`src/rtl/ddr2_init_seq.sv`:
```
// DDR2 power-up sequencer: CKE/NOP timing, JEDEC PREA/EMRS/MRS/REF list, then DFI handoff.
// Init-side outputs registered; scheduler path is a zero-latency mux after init_done; no backpressure.
module ddr2_init_seq #(
  parameter int CS_WIDTH   = 1,
  parameter int BA_WIDTH   = 3,
  parameter int ADDR_WIDTH = 14,
  parameter int T_INIT     = 40000,
  parameter int T_NOP      = 80,
  parameter int T_RP       = 4,
  parameter int T_MRD      = 2,
  parameter int T_RFC      = 26,
  parameter int T_DLL      = 200,
  parameter logic [ADDR_WIDTH-1:0] MR_VAL   = 'h0A52,
  parameter logic [ADDR_WIDTH-1:0] EMR1_VAL = 'h0004
) (
  input  logic                  clk,
  input  logic                  rst_n,
  input  logic                  sch_cke,
  input  logic [CS_WIDTH-1:0]   sch_cs_n,
  input  logic                  sch_ras_n,
  input  logic                  sch_cas_n,
  input  logic                  sch_we_n,
  input  logic [BA_WIDTH-1:0]   sch_ba,
  input  logic [ADDR_WIDTH-1:0] sch_addr,
  input  logic                  sch_odt,
  output logic                  dfi_cke,
  output logic [CS_WIDTH-1:0]   dfi_cs_n,
  output logic                  dfi_ras_n,
  output logic                  dfi_cas_n,
  output logic                  dfi_we_n,
  output logic [BA_WIDTH-1:0]   dfi_ba,
  output logic [ADDR_WIDTH-1:0] dfi_addr,
  output logic                  dfi_odt,
  output logic                  init_done
);

  function automatic int t_max();
    int m;
    m = T_INIT;
    if (T_NOP > m) m = T_NOP;
    if (T_RP  > m) m = T_RP;
    if (T_MRD > m) m = T_MRD;
    if (T_RFC > m) m = T_RFC;
    if (T_DLL > m) m = T_DLL;
    return m;
  endfunction

  localparam int CNT_W = $clog2(t_max());
  localparam int DLL_W = $clog2(T_DLL);

  localparam logic [ADDR_WIDTH-1:0] A10     = ADDR_WIDTH'(1024);
  localparam logic [ADDR_WIDTH-1:0] DLL_RST = ADDR_WIDTH'(256);
  localparam logic [ADDR_WIDTH-1:0] OCD_DEF = ADDR_WIDTH'(896);

  typedef enum logic [2:0] {CKE_LOW, NOP_WAIT, CMD, GAP, DLL_WAIT, DONE} state_t;

  state_t                state;
  logic [CNT_W-1:0]      cnt;
  logic [DLL_W-1:0]      dll_cnt;
  logic [3:0]            step;

  logic                  seq_cke;
  logic [CS_WIDTH-1:0]   seq_cs_n;
  logic                  seq_ras_n;
  logic                  seq_cas_n;
  logic                  seq_we_n;
  logic [BA_WIDTH-1:0]   seq_ba;
  logic [ADDR_WIDTH-1:0] seq_addr;

  logic [2:0]            st_rcw;
  logic [BA_WIDTH-1:0]   st_ba;
  logic [ADDR_WIDTH-1:0] st_addr;
  logic [CNT_W-1:0]      st_gap_m2;

  // Step table: {ras_n,cas_n,we_n}, bank, address and gap (minus the CMD and reload cycles).
  always_comb begin
    st_rcw    = 3'b000;
    st_ba     = '0;
    st_addr   = '0;
    st_gap_m2 = CNT_W'(T_MRD - 2);
    case (step)
      4'd0, 4'd5: begin st_rcw = 3'b010; st_addr = A10; st_gap_m2 = CNT_W'(T_RP - 2); end
      4'd1:       st_ba = BA_WIDTH'(2);
      4'd2:       st_ba = BA_WIDTH'(3);
      4'd3:       begin st_ba = BA_WIDTH'(1); st_addr = EMR1_VAL; end
      4'd4:       st_addr = MR_VAL | DLL_RST;
      4'd6, 4'd7: begin st_rcw = 3'b001; st_gap_m2 = CNT_W'(T_RFC - 2); end
      4'd8:       st_addr = MR_VAL;
      4'd9:       begin st_ba = BA_WIDTH'(1); st_addr = EMR1_VAL | OCD_DEF; end
      default:    begin st_ba = BA_WIDTH'(1); st_addr = EMR1_VAL; end
    endcase
  end

  // Outputs are registered from the current state, so each state's effect lands one edge later;
  // counter reloads are biased by one to keep absolute timing.
  always_ff @(posedge clk) begin
    if (!rst_n) begin
      state     <= CKE_LOW;
      cnt       <= CNT_W'(T_INIT - 1);
      dll_cnt   <= '0;
      step      <= '0;
      seq_cke   <= 1'b0;
      seq_cs_n  <= '1;
      seq_ras_n <= 1'b1;
      seq_cas_n <= 1'b1;
      seq_we_n  <= 1'b1;
      seq_ba    <= '0;
      seq_addr  <= '0;
      init_done <= 1'b0;
    end else begin
      seq_cke   <= 1'b1;
      seq_cs_n  <= '0;
      seq_ras_n <= 1'b1;
      seq_cas_n <= 1'b1;
      seq_we_n  <= 1'b1;
      seq_ba    <= '0;
      seq_addr  <= '0;
      init_done <= 1'b0;
      if (dll_cnt != '0) dll_cnt <= dll_cnt - DLL_W'(1);
      case (state)
        CKE_LOW: begin
          seq_cke  <= 1'b0;
          seq_cs_n <= '1;
          if (cnt == '0) begin
            state <= NOP_WAIT;
            cnt   <= CNT_W'(T_NOP - 1);
          end else begin
            cnt <= cnt - CNT_W'(1);
          end
        end
        NOP_WAIT: begin
          if (cnt == '0) state <= CMD;
          else           cnt   <= cnt - CNT_W'(1);
        end
        CMD: begin
          {seq_ras_n, seq_cas_n, seq_we_n} <= st_rcw;
          seq_ba   <= st_ba;
          seq_addr <= st_addr;
          state    <= GAP;
          cnt      <= st_gap_m2;
          if (step == 4'd4) dll_cnt <= DLL_W'(T_DLL - 2);
        end
        GAP: begin
          if (cnt != '0) begin
            cnt <= cnt - CNT_W'(1);
          end else if (step == 4'd10) begin
            state <= (dll_cnt == '0) ? DONE : DLL_WAIT;
          end else begin
            step  <= step + 4'd1;
            state <= CMD;
          end
        end
        DLL_WAIT: begin
          if (dll_cnt == '0) state <= DONE;
        end
        DONE: init_done <= 1'b1;
        default: state <= CKE_LOW;
      endcase
    end
  end

  always_comb begin
    if (init_done) begin
      dfi_cke   = sch_cke;
      dfi_cs_n  = sch_cs_n;
      dfi_ras_n = sch_ras_n;
      dfi_cas_n = sch_cas_n;
      dfi_we_n  = sch_we_n;
      dfi_ba    = sch_ba;
      dfi_addr  = sch_addr;
      dfi_odt   = sch_odt;
    end else begin
      dfi_cke   = seq_cke;
      dfi_cs_n  = seq_cs_n;
      dfi_ras_n = seq_ras_n;
      dfi_cas_n = seq_cas_n;
      dfi_we_n  = seq_we_n;
      dfi_ba    = seq_ba;
      dfi_addr  = seq_addr;
      dfi_odt   = 1'b0;
    end
  end

endmodule

```
`config.mk`:
```
export PLATFORM = sky130hd
export DESIGN_NAME = ddr2_init_seq
export DESIGN_NICKNAME = d
export VERILOG_FILES = /design/src/rtl/ddr2_init_seq.sv
export SDC_FILE = /design/constraint.sdc
export NUM_CORES = 1
export LEC_CHECK = 0
export ABC_AREA = 1
export ABC_CLOCK_PERIOD_IN_PS = 1530
export BUFFER_PORTS_ARGS = -buffer_cell sky130_fd_sc_hd__buf_2
export CAP_MARGIN = 20
export CORE_MARGIN = 2
export CORE_UTILIZATION = 30
export DETAILED_ROUTE_END_ITERATION = 7
export HOLD_SLACK_MARGIN = 0.12
export SETUP_SLACK_MARGIN = 0.5
export SYNTH_ARGS = -nofsm -noshare
export SYNTH_HDL_FRONTEND = slang
export SYNTH_SLANG_ARGS = --single-unit
export TNS_END_PERCENT = 20
```
`constraint.sdc`:
```
create_clock -name clk -period 1.53 [get_ports clk]
set_clock_uncertainty 0.1 [all_clocks]
set_input_delay 0.0765 -clock clk [delete_from_list [all_inputs] [get_ports clk]]
set_output_delay 0.0765 -clock clk [all_outputs]
set_load 0.02 [all_outputs]
```
==> impl_results.html, run 1 <==
<table>
<tr><th>Metric</th><th>Value</th></tr>
<tr><th colspan="2">Status</th></tr>
<tr><td>Run status</td><td>finished, violations left</td></tr>
<tr><td>Violations in the final reports</td><td>negative setup slack</td></tr>
<tr><th colspan="2">Critical path</th></tr>
<tr><td>Max Fanout on Critical Path</td><td>4</td></tr>
<tr><td>Crit path buffers/inverters</td><td>1</td></tr>
<tr><td>R2r worst-path depth</td><td>9</td></tr>
<tr><td>Crit-path slowest cell</td><td>sky130_fd_sc_hd__dfxtp_2</td></tr>
<tr><td>Startpoint Class</td><td>register</td></tr>
<tr><td>CP delay by family, top</td><td>simple AND/OR/NAND/NOR gates</td></tr>
<tr><td>Arrival time reported for the critical path endpoint</td><td>1.71 ns</td></tr>
<tr><td>Critical setup path kind</td><td>register to register</td></tr>
<tr><td>Stage delay of the slowest cell on the critical path</td><td>0.35 ns</td></tr>
<tr><td>Slack of the worst reg-to-reg path</td><td>-0.03 ns</td></tr>
<tr><td>Number of cells on the critical path</td><td>9</td></tr>
<tr><td>Crit path top cell by count</td><td>sky130_fd_sc_hd__nand2_2</td></tr>
<tr><td>Crit-path cells</td><td>inv_2 -&gt; ha_4 -&gt; nand3_2 -&gt; or2_4 -&gt; nor2_4 -&gt; nand2_2 -&gt; nand2_2 -&gt; nand2_2 -&gt; a21oi_2</td></tr>
<tr><td>Required time at the endpoint of the critical path</td><td>1.68 ns</td></tr>
<tr><td>Endpoint class of the critical path</td><td>register</td></tr>
<tr><th colspan="2">Global routing</th></tr>
<tr><td>Antenna violations before repair</td><td>0</td></tr>
<tr><td>Wire length of the first global-routing pass</td><td>11.2 mm</td></tr>
<tr><td>Global routing met2 resource utilization</td><td>0.241</td></tr>
<tr><td>Met3 demand-to-capacity share in global routing</td><td>0.0311</td></tr>
<tr><td>Busiest layer in global routing</td><td>met2</td></tr>
<tr><td>Met1 usage in global routing</td><td>0.177</td></tr>
<tr><td>Overflow left after global routing</td><td>0</td></tr>
<tr><td>Global routing usage summed across all routing layers</td><td>0.140</td></tr>
<tr><td>Number of global-route vias before repair</td><td>2,507</td></tr>
<tr><td>Pin count of the biggest net entering global routing</td><td>16</td></tr>
<tr><th colspan="2">Detailed routing</th></tr>
<tr><td>Count of nets left with antenna violations after detail routing</td><td>0</td></tr>
<tr><td>Routed vias</td><td>2,744</td></tr>
<tr><td>Routed wire length</td><td>7.31 mm</td></tr>
<tr><td>Average detailed-routed wire length per instance</td><td>12.4 um</td></tr>
<tr><td>Vias per cell</td><td>4.64</td></tr>
<tr><td>Number of DRC markers after the initial detailed-route iteration</td><td>99</td></tr>
<tr><td>Residual DRC count</td><td>0</td></tr>
<tr><td>First-pass iteration count of the detailed router</td><td>4</td></tr>
<tr><th colspan="2">Synth</th></tr>
<tr><td>Average footprint of a synthesized cell</td><td>6.39 um^2</td></tr>
<tr><td>Sequential share of the synthesized area</td><td>0.347</td></tr>
<tr><td>Post-synthesis cell area</td><td>0.00259 mm^2</td></tr>
<tr><td>Post-synthesis sequential element count</td><td>45</td></tr>
<tr><td>Dominant cell type by area after synthesis</td><td>sky130_fd_sc_hd__dfxtp_1</td></tr>
<tr><td>Mapped Nets</td><td>438</td></tr>
<tr><td>YS warnings</td><td>0</td></tr>
<tr><td>Count of mapped cells out of synthesis</td><td>406</td></tr>
<tr><td>Dominant cells by area after synthesis</td><td>sky130_fd_sc_hd__dfxtp_1 35%, sky130_fd_sc_hd__nand2_1 19%, sky130_fd_sc_hd__inv_1 8.3%</td></tr>
<tr><td>Area share of the largest cell type after synthesis</td><td>0.347</td></tr>
<tr><td>Library cells used by synthesis</td><td>30</td></tr>
<tr><th colspan="2">Floorplan</th></tr>
<tr><td>Die outline height</td><td>97.0 um</td></tr>
<tr><td>Starting utilization of the core area</td><td>0.312</td></tr>
<tr><td>Total number of placement rows</td><td>33</td></tr>
<tr><td>Floorplan die area</td><td>0.00940 mm^2</td></tr>
<tr><td>Horizontal die dimension</td><td>97.0 um</td></tr>
<tr><td>Core outline area</td><td>0.00830 mm^2</td></tr>
<tr><td>I/O pin count</td><td>49</td></tr>
<tr><th colspan="2">STA</th></tr>
<tr><td>Slew Limit Fails</td><td>0</td></tr>
<tr><td>Count of endpoints failing hold in the final timing report</td><td>0</td></tr>
<tr><td>Worst hold margin</td><td>0.134 ns</td></tr>
<tr><td>Post-route fraction of the period consumed by the critical path</td><td>1.02</td></tr>
<tr><td>Slew HR</td><td>0.798</td></tr>
<tr><td>Min cycle time layout</td><td>1.56 ns</td></tr>
<tr><td>Peak clock frequency supported by timing</td><td>0.642 GHz</td></tr>
<tr><td>Worst Slack Setup Final</td><td>-0.0285 ns</td></tr>
<tr><td>Least-Margin Pin Slew</td><td>0.301 ns</td></tr>
<tr><td>Setup repair after global routing missed its margin</td><td>yes</td></tr>
<tr><td>Setup Viol. Count Final</td><td>1</td></tr>
<tr><th colspan="2">Finish</th></tr>
<tr><td>Commonest non-fill, non-tap cell in the layout</td><td>sky130_fd_sc_hd__nand2_1</td></tr>
<tr><td>Multi-input logic area</td><td>0.00184 mm^2</td></tr>
<tr><td>Diodes inserted</td><td>0</td></tr>
<tr><td>Commonest cells after routing, fill and taps aside</td><td>77 x sky130_fd_sc_hd__nand2_1, 41 x sky130_fd_sc_hd__inv_1, 37 x sky130_fd_sc_hd__nor2_1</td></tr>
<tr><td>Sequential cell area</td><td>923 um^2</td></tr>
<tr><td>Area delta synth-&gt;final</td><td>50.7%</td></tr>
<tr><td>Final layout net count</td><td>517</td></tr>
<tr><td>Fraction of layout cells with a size suffix above 1</td><td>0.453</td></tr>
<tr><td>Filler Cell Count</td><td>819</td></tr>
<tr><th colspan="2">CTS</th></tr>
<tr><td>CTS tree</td><td>yes</td></tr>
<tr><td>Num CTS Buffers</td><td>5</td></tr>
<tr><td>Maximum level of the CTS H-tree</td><td>2</td></tr>
<tr><td>Insertion delay to the later sink of the worst-skew pair</td><td>0.31 ns</td></tr>
<tr><td>Maximum root-to-sink buffer count</td><td>2</td></tr>
<tr><td>Num Clock Sinks</td><td>45</td></tr>
<tr><td>Clock transition at the registers of the reported paths</td><td>0.09 ns</td></tr>
<tr><td>Cell at the root of the clock tree</td><td>sky130_fd_sc_hd__clkbuf_8</td></tr>
<tr><th colspan="2">Pwr</th></tr>
<tr><td>PnR Total Power</td><td>4920 uW</td></tr>
<tr><td>Static Leakage</td><td>0.00199 uW</td></tr>
<tr><td>Peak supply drop</td><td>0.000541 V</td></tr>
<tr><td>Power per Cell Area</td><td>1260 mW/mm^2</td></tr>
<tr><th colspan="2">Placed design</th></tr>
<tr><td>Detailed placement HPWL</td><td>4.81 mm</td></tr>
<tr><td>Final weighted congestion in routability-driven placement</td><td>0.895</td></tr>
<tr><td>Buffers added on ports</td><td>48</td></tr>
<tr><th colspan="2">Run</th></tr>
<tr><td>MaxCap Viol Count</td><td>0</td></tr>
<tr><th colspan="2">Min path</th></tr>
<tr><td>Path category of the worst min-delay check</td><td>input pin to register</td></tr>
<tr><td>Worst hold stages</td><td>5</td></tr>
</table>
## final timing paths
| kind | from | to |
|---|---|---|
| setup / recovery | cnt[1] | cnt[6] |
| hold / removal | rst_n | seq_we_n |
| setup reg to reg | cnt[1] | cnt[6] |
| hold reg to reg | dll_cnt[0] | dll_cnt[0] |
## layout make-up
type	instances	area share
clock inverters	3	0.00576
clock buffers	5	0.0176
repair buffers	78	0.173
multi-input cells	294	0.471
inverters	61	0.0624
flip-flops and latches	45	0.236
well taps	105	0.0336
## sequential cells by signal, indices dropped and copies added, names as in the netlist
name,count
state,3
seq_addr,6
init_done,1
seq_cs_n,1
step,4
seq_cas_n,1
dll_cnt,8
seq_ras_n,1
seq_cke,1
seq_ba,2
cnt,16
seq_we_n,1
## worst min-delay path, cell delays in order
cell and delay, ns:
sky130_fd_sc_hd__buf_2 0.10, sky130_fd_sc_hd__buf_2 0.14, sky130_fd_sc_hd__inv_1 0.08, sky130_fd_sc_hd__nor2_2 0.06, sky130_fd_sc_hd__nand2_1 0.05
## cell usage after synthesis, drive strengths merged
| library cell | count |
|---|---|
| o211ai | 1 |
| a21oi | 20 |
| clkbuf | 5 |
| o21a | 1 |
| buf | 1 |
| nor3 | 6 |
| o21bai | 1 |
| nand3b | 2 |
| nand2 | 138 |
| nand3 | 27 |
| dfxtp | 45 |
| a211oi | 1 |
| inv | 61 |
| ha | 7 |
| xnor2 | 1 |
| nor2 | 58 |
| a31oi | 1 |
| o22ai | 1 |
| nand4 | 5 |
| o21ai | 16 |
| xor2 | 5 |
| or2 | 3 |
## metal layers
metal,part of all wire,wire (um)
met5,0,0
met4,0.010,76
met3,0.051,370
met2,0.50,3680
met1,0.43,3180
## through the flow
stage	worst slack, ns	cell area [um^2]	std cells	TNS, ns	utilization
after floorplan	0.0928	2680	406	0	-
final	-0.0285	3910	591	-0.0285	0.471
after global routing	-0.109	3910	591	-1.37	0.471
after global placement	-0.0269	3180	576	-0.0305	0.384
after detailed placement	-0.0504	3180	576	-0.0887	0.384
after CTS	0.00560	3440	590	0	0.415
## cells by family after synthesis
logic type | synth area share
adder cells (fa/ha/maj) | 0.0338
AND/OR/NAND/NOR | 0.409
buffers and inverters | 0.103
flip-flops | 0.347
XOR/XNOR | 0.0203
AO/OA/AOI/OAI | 0.0859
## repair_timing
item,in CTS,in global routing
hold endpoints to repair,16,3
gates cloned,2,0
endpoints found under the setup margin,66,69
buffers inserted,3,0
hold buffers,1,1
pin swaps,10,62
gates resized for setup,33,154
## power by group
| part | total [uW] | switching (uW) | internal, uW | leakage (uW) |
|---|---|---|---|---|
| Combinational | 2480 | 1430 | 1050 | 0.00157 |
| Sequential | 1680 | 242 | 1440 | 0.000370 |
| Clock | 762 | 437 | 324 | 0.0000481 |
(Power assumes the default switching activity.)
==> run 2: changes to the inputs <==
--- a/constraint.sdc
+++ b/constraint.sdc
@@ -4,2 +4,2 @@
 set_output_delay 0.0765 -clock clk [all_outputs]
-set_load 0.02 [all_outputs]
+set_load 0.005 [all_outputs]
==> run 2 against run 1 <==
Compared with the run above:
- the run ends with negative hold slack, negative setup slack left
- clock power increased by 20%
- global-route usage decreased by 0.18 points
- cell count increased by 1.2%
- critical path depth increased by 1
- non-clock buffer count increased by 7
- total power decreased by 0.60%
- setup slack improved by 0.027 ns
- fmax increased by 1.8%
- die area unchanged
- core utilization decreased by 1.3 points
- critical path type unchanged
==> impl_results.html, run 2 (synthesized netlist as in run 1, its figures left out) <==
<table>
<tr><th>Metric</th><th>Value</th></tr>
<tr><th colspan="2">Critical path</th></tr>
<tr><td>Critical setup path kind</td><td>register to register</td></tr>
<tr><td>Arrival time reported for the critical path endpoint</td><td>1.68 ns (-0.03 ns)</td></tr>
<tr><td>CP delay by family, top</td><td>simple AND/OR/NAND/NOR gates</td></tr>
<tr><td>Origin of the critical flop-to-flop path</td><td>cnt[1]</td></tr>
<tr><td>Crit-path cells</td><td>inv_2 -&gt; ha_4 -&gt; nand2_4 -&gt; nor2_4 -&gt; nand3_4 -&gt; nand2_4 -&gt; nor2_4 -&gt; nor2_4 -&gt; nand2_1 -&gt; nor2_1</td></tr>
<tr><td>Startpoint Class</td><td>register</td></tr>
<tr><td>Slack of the worst reg-to-reg path</td><td>-0.001 ns (+0.03 ns)</td></tr>
<tr><td>R2r worst-path depth</td><td>10 (+1)</td></tr>
<tr><td>Required time at the endpoint of the critical path</td><td>1.68 ns (about the same)</td></tr>
<tr><td>Reg-to-Reg End</td><td>cnt[9]</td></tr>
<tr><td>Stage delay of the slowest cell on the critical path</td><td>0.34 ns (about the same)</td></tr>
<tr><td>Crit path buffers/inverters</td><td>1 (unchanged)</td></tr>
<tr><td>End point of the critical path</td><td>cnt[9]</td></tr>
<tr><td>Endpoint class of the critical path</td><td>register</td></tr>
<tr><td>Crit-path slowest cell</td><td>sky130_fd_sc_hd__dfxtp_2</td></tr>
<tr><td>Max Fanout on Critical Path</td><td>5 (+1)</td></tr>
<tr><td>Number of cells on the critical path</td><td>10 (+1)</td></tr>
<tr><td>Setup crit start</td><td>cnt[1]</td></tr>
<tr><td>Crit path top cell by count</td><td>sky130_fd_sc_hd__nor2_4</td></tr>
<tr><th colspan="2">Run</th></tr>
<tr><td>MaxCap Viol Count</td><td>0 (unchanged)</td></tr>
<tr><th colspan="2">Pwr</th></tr>
<tr><td>Peak supply drop</td><td>0.000515 V (-4.8%)</td></tr>
<tr><td>Power per Cell Area</td><td>1290 mW/mm^2 (+2.2%)</td></tr>
<tr><td>Static Leakage</td><td>0.00187 uW (-5.9%)</td></tr>
<tr><td>PnR Total Power</td><td>4890 uW (-0.60%)</td></tr>
<tr><th colspan="2">CTS</th></tr>
<tr><td>Num CTS Buffers</td><td>5 (unchanged)</td></tr>
<tr><td>CTS tree</td><td>yes</td></tr>
<tr><td>Maximum level of the CTS H-tree</td><td>2 (unchanged)</td></tr>
<tr><td>Clock transition at the registers of the reported paths</td><td>0.09 ns (about the same)</td></tr>
<tr><td>Insertion delay to the later sink of the worst-skew pair</td><td>0.30 ns (about the same)</td></tr>
<tr><td>Num Clock Sinks</td><td>45 (unchanged)</td></tr>
<tr><td>Cell at the root of the clock tree</td><td>sky130_fd_sc_hd__clkbuf_8</td></tr>
<tr><td>Maximum root-to-sink buffer count</td><td>2 (unchanged)</td></tr>
<tr><th colspan="2">Detailed routing</th></tr>
<tr><td>Count of nets left with antenna violations after detail routing</td><td>0 (unchanged)</td></tr>
<tr><td>Routed wire length</td><td>6.61 mm (-9.6%)</td></tr>
<tr><td>Routed vias</td><td>2,719 (-0.91%)</td></tr>
<tr><td>Residual DRC count</td><td>0 (unchanged)</td></tr>
<tr><td>Vias per cell</td><td>4.55 (-2.1%)</td></tr>
<tr><td>Number of DRC markers after the initial detailed-route iteration</td><td>83 (-16%)</td></tr>
<tr><td>First-pass iteration count of the detailed router</td><td>4 (unchanged)</td></tr>
<tr><td>Average detailed-routed wire length per instance</td><td>11.0 um (-11%)</td></tr>
<tr><th colspan="2">Finish</th></tr>
<tr><td>Sequential cell area</td><td>926 um^2 (+0.27%)</td></tr>
<tr><td>Filler Cell Count</td><td>827 (+0.98%)</td></tr>
<tr><td>Diodes inserted</td><td>0 (unchanged)</td></tr>
<tr><td>Top flop regs</td><td>cnt: 16 flops, dll_cnt: 8 flops, seq_addr: 6 flops</td></tr>
<tr><td>Multi-input logic area</td><td>0.00180 mm^2 (-2.4%)</td></tr>
<tr><td>Area delta synth-&gt;final</td><td>46.5%</td></tr>
<tr><td>Commonest cells after routing, fill and taps aside</td><td>89 x sky130_fd_sc_hd__nand2_1, 43 x sky130_fd_sc_hd__buf_2, 38 x sky130_fd_sc_hd__inv_1</td></tr>
<tr><td>Final layout net count</td><td>524 (+1.4%)</td></tr>
<tr><td>Top reg by flops</td><td>cnt</td></tr>
<tr><td>Fraction of layout cells with a size suffix above 1</td><td>0.448 (-0.00440)</td></tr>
<tr><td>Final Instance Count excl. Fillers</td><td>598 (+1.2%)</td></tr>
<tr><td>Commonest non-fill, non-tap cell in the layout</td><td>sky130_fd_sc_hd__nand2_1</td></tr>
<tr><td>Number of flip-flops under the largest register name</td><td>16 (unchanged)</td></tr>
<tr><th colspan="2">STA</th></tr>
<tr><td>Worst hold margin</td><td>-0.00217 ns (-0.136 ns)</td></tr>
<tr><td>Slew HR</td><td>0.792 (-0.00582)</td></tr>
<tr><td>Worst Slack Setup Final</td><td>-0.00113 ns (+0.0274 ns)</td></tr>
<tr><td>Min cycle time layout</td><td>1.53 ns (-0.0274 ns)</td></tr>
<tr><td>Post-route fraction of the period consumed by the critical path</td><td>1.00 (-0.0179)</td></tr>
<tr><td>Peak clock frequency supported by timing</td><td>0.653 GHz (+1.8%)</td></tr>
<tr><td>Count of endpoints failing hold in the final timing report</td><td>1 (+1)</td></tr>
<tr><td>Setup repair after global routing missed its margin</td><td>yes</td></tr>
<tr><td>Least-Margin Pin Slew</td><td>0.311 ns (+0.0100 ns)</td></tr>
<tr><td>Setup Viol. Count Final</td><td>1 (unchanged)</td></tr>
<tr><td>Slew Limit Fails</td><td>0 (unchanged)</td></tr>
<tr><th colspan="2">Placed design</th></tr>
<tr><td>Post-Place Worst Slack</td><td>-0.0450 ns (+0.00536 ns)</td></tr>
<tr><td>Buffers added on ports</td><td>48 (unchanged)</td></tr>
<tr><td>Number of placed instances with taps included</td><td>571 (-0.87%)</td></tr>
<tr><td>Detailed placement HPWL</td><td>4.72 mm (-1.7%)</td></tr>
<tr><td>Final weighted congestion in routability-driven placement</td><td>0.823 (-8.1%)</td></tr>
<tr><th colspan="2">Min path</th></tr>
<tr><td>Path category of the worst min-delay check</td><td>input pin to register</td></tr>
<tr><th colspan="2">Global routing</th></tr>
<tr><td>Met1 usage in global routing</td><td>0.170 (-0.00731)</td></tr>
<tr><td>Antenna violations before repair</td><td>0 (unchanged)</td></tr>
<tr><td>Global routing usage summed across all routing layers</td><td>0.138 (-0.00175)</td></tr>
<tr><td>Overflow left after global routing</td><td>0 (unchanged)</td></tr>
<tr><td>Wire length of the first global-routing pass</td><td>11.2 mm (-0.18%)</td></tr>
<tr><td>Global routing met2 resource utilization</td><td>0.240 (-0.000534)</td></tr>
<tr><td>Busiest layer in global routing</td><td>met2</td></tr>
<tr><td>Met3 demand-to-capacity share in global routing</td><td>0.0332 (+0.00217)</td></tr>
<tr><td>Number of global-route vias before repair</td><td>2,559 (+2.1%)</td></tr>
<tr><td>Pin count of the biggest net entering global routing</td><td>25 (+9)</td></tr>
<tr><th colspan="2">Status</th></tr>
<tr><td>Run status</td><td>finished, violations left</td></tr>
<tr><td>Violations in the final reports</td><td>negative hold slack, negative setup slack</td></tr>
<tr><th colspan="2">Floorplan</th></tr>
<tr><td>Starting utilization of the core area</td><td>0.312 (unchanged)</td></tr>
<tr><td>Core outline area</td><td>0.00830 mm^2 (unchanged)</td></tr>
<tr><td>Total number of placement rows</td><td>33 (unchanged)</td></tr>
<tr><td>Floorplan die area</td><td>0.00940 mm^2 (unchanged)</td></tr>
<tr><td>Die outline height</td><td>97.0 um (unchanged)</td></tr>
<tr><td>I/O pin count</td><td>49 (unchanged)</td></tr>
<tr><td>Horizontal die dimension</td><td>97.0 um (unchanged)</td></tr>
</table>
[run 2: changes by cell type in the layout (fill, tap and decap cells not counted), sizes merged]
cell,change
buf,+4
clkbuf,+1
bufinv,+1
clkinvlp,+1
dlygate4sd3,+3
clkinv,-2
inv,-1
[run 2: worst register-to-register path: cells and delay by family (launching register included)]
family | cells | cell delay (ns)
simple gates | 8 | 0.83
buf+inv | 1 | 0.08
fa+ha+maj | 1 | 0.15
flops | 1 | 0.34
[run 2: area by class of cell]
| class | instances | share of cell area |
|---|---|---|
| Timing Repair Buffer | 85 | 0.156 |
| Inverter | 61 | 0.0632 |
| Clock buffer | 6 | 0.0191 |
| Clock inverter | 2 | 0.0102 |
| Tap cell | 105 | 0.0346 |
| Multi-Input combinational cell | 294 | 0.473 |
| Sequential cell | 45 | 0.244 |
[run 2: metrics by stage]
stage	hold WS (ns)	TNS [ns]	util	area, um^2
global placement	0.301	-0.0258	0.379	3140
floorplan	0.0918	0	-	2670
finish	-0.00217	-0.00113	0.458	3800
global route	0.0313	-1.02	0.458	3800
detailed placement	0.305	-0.0813	0.379	3140
CTS	0.00117	0	0.412	3420
[run 2: routing by layer]
metal / vias up / routed length, um
li1: 1428 / -
met1: 1210 / 2980
met2: 68 / 3160
met3: 13 / 359
met4: 0 / 108
met5: - / 0
[run 2: power by group]
| part | total, uW | leakage [uW] | switching, uW | internal (uW) |
|---|---|---|---|---|
| Clock | 911 | 0.0000554 | 421 | 491 |
| Combinational | 2290 | 0.00144 | 1330 | 970 |
| Sequential | 1680 | 0.000372 | 245 | 1440 |
| Total | 4890 | 0.00187 | 1990 | 2900 |
[run 2: worst min-delay path by stage]
stage                           start  depth (start not counted)          end
final                           rst_n                          4     seq_we_n
after global routing            rst_n                          4     seq_we_n
after CTS                       rst_n                          4     seq_we_n
after detailed placement  sch_addr[5]                          4  dfi_addr[5]
after global placement        sch_odt                          4      dfi_odt
after floorplan                 rst_n                          2      step[0]
[run 2: what timing repair did]
item,CTS,global route
endpoints found under the setup margin,66,67
gates resized for setup,26,101
endpoints found under the hold margin,15,9
buffers inserted,12,3
pin swaps,16,37
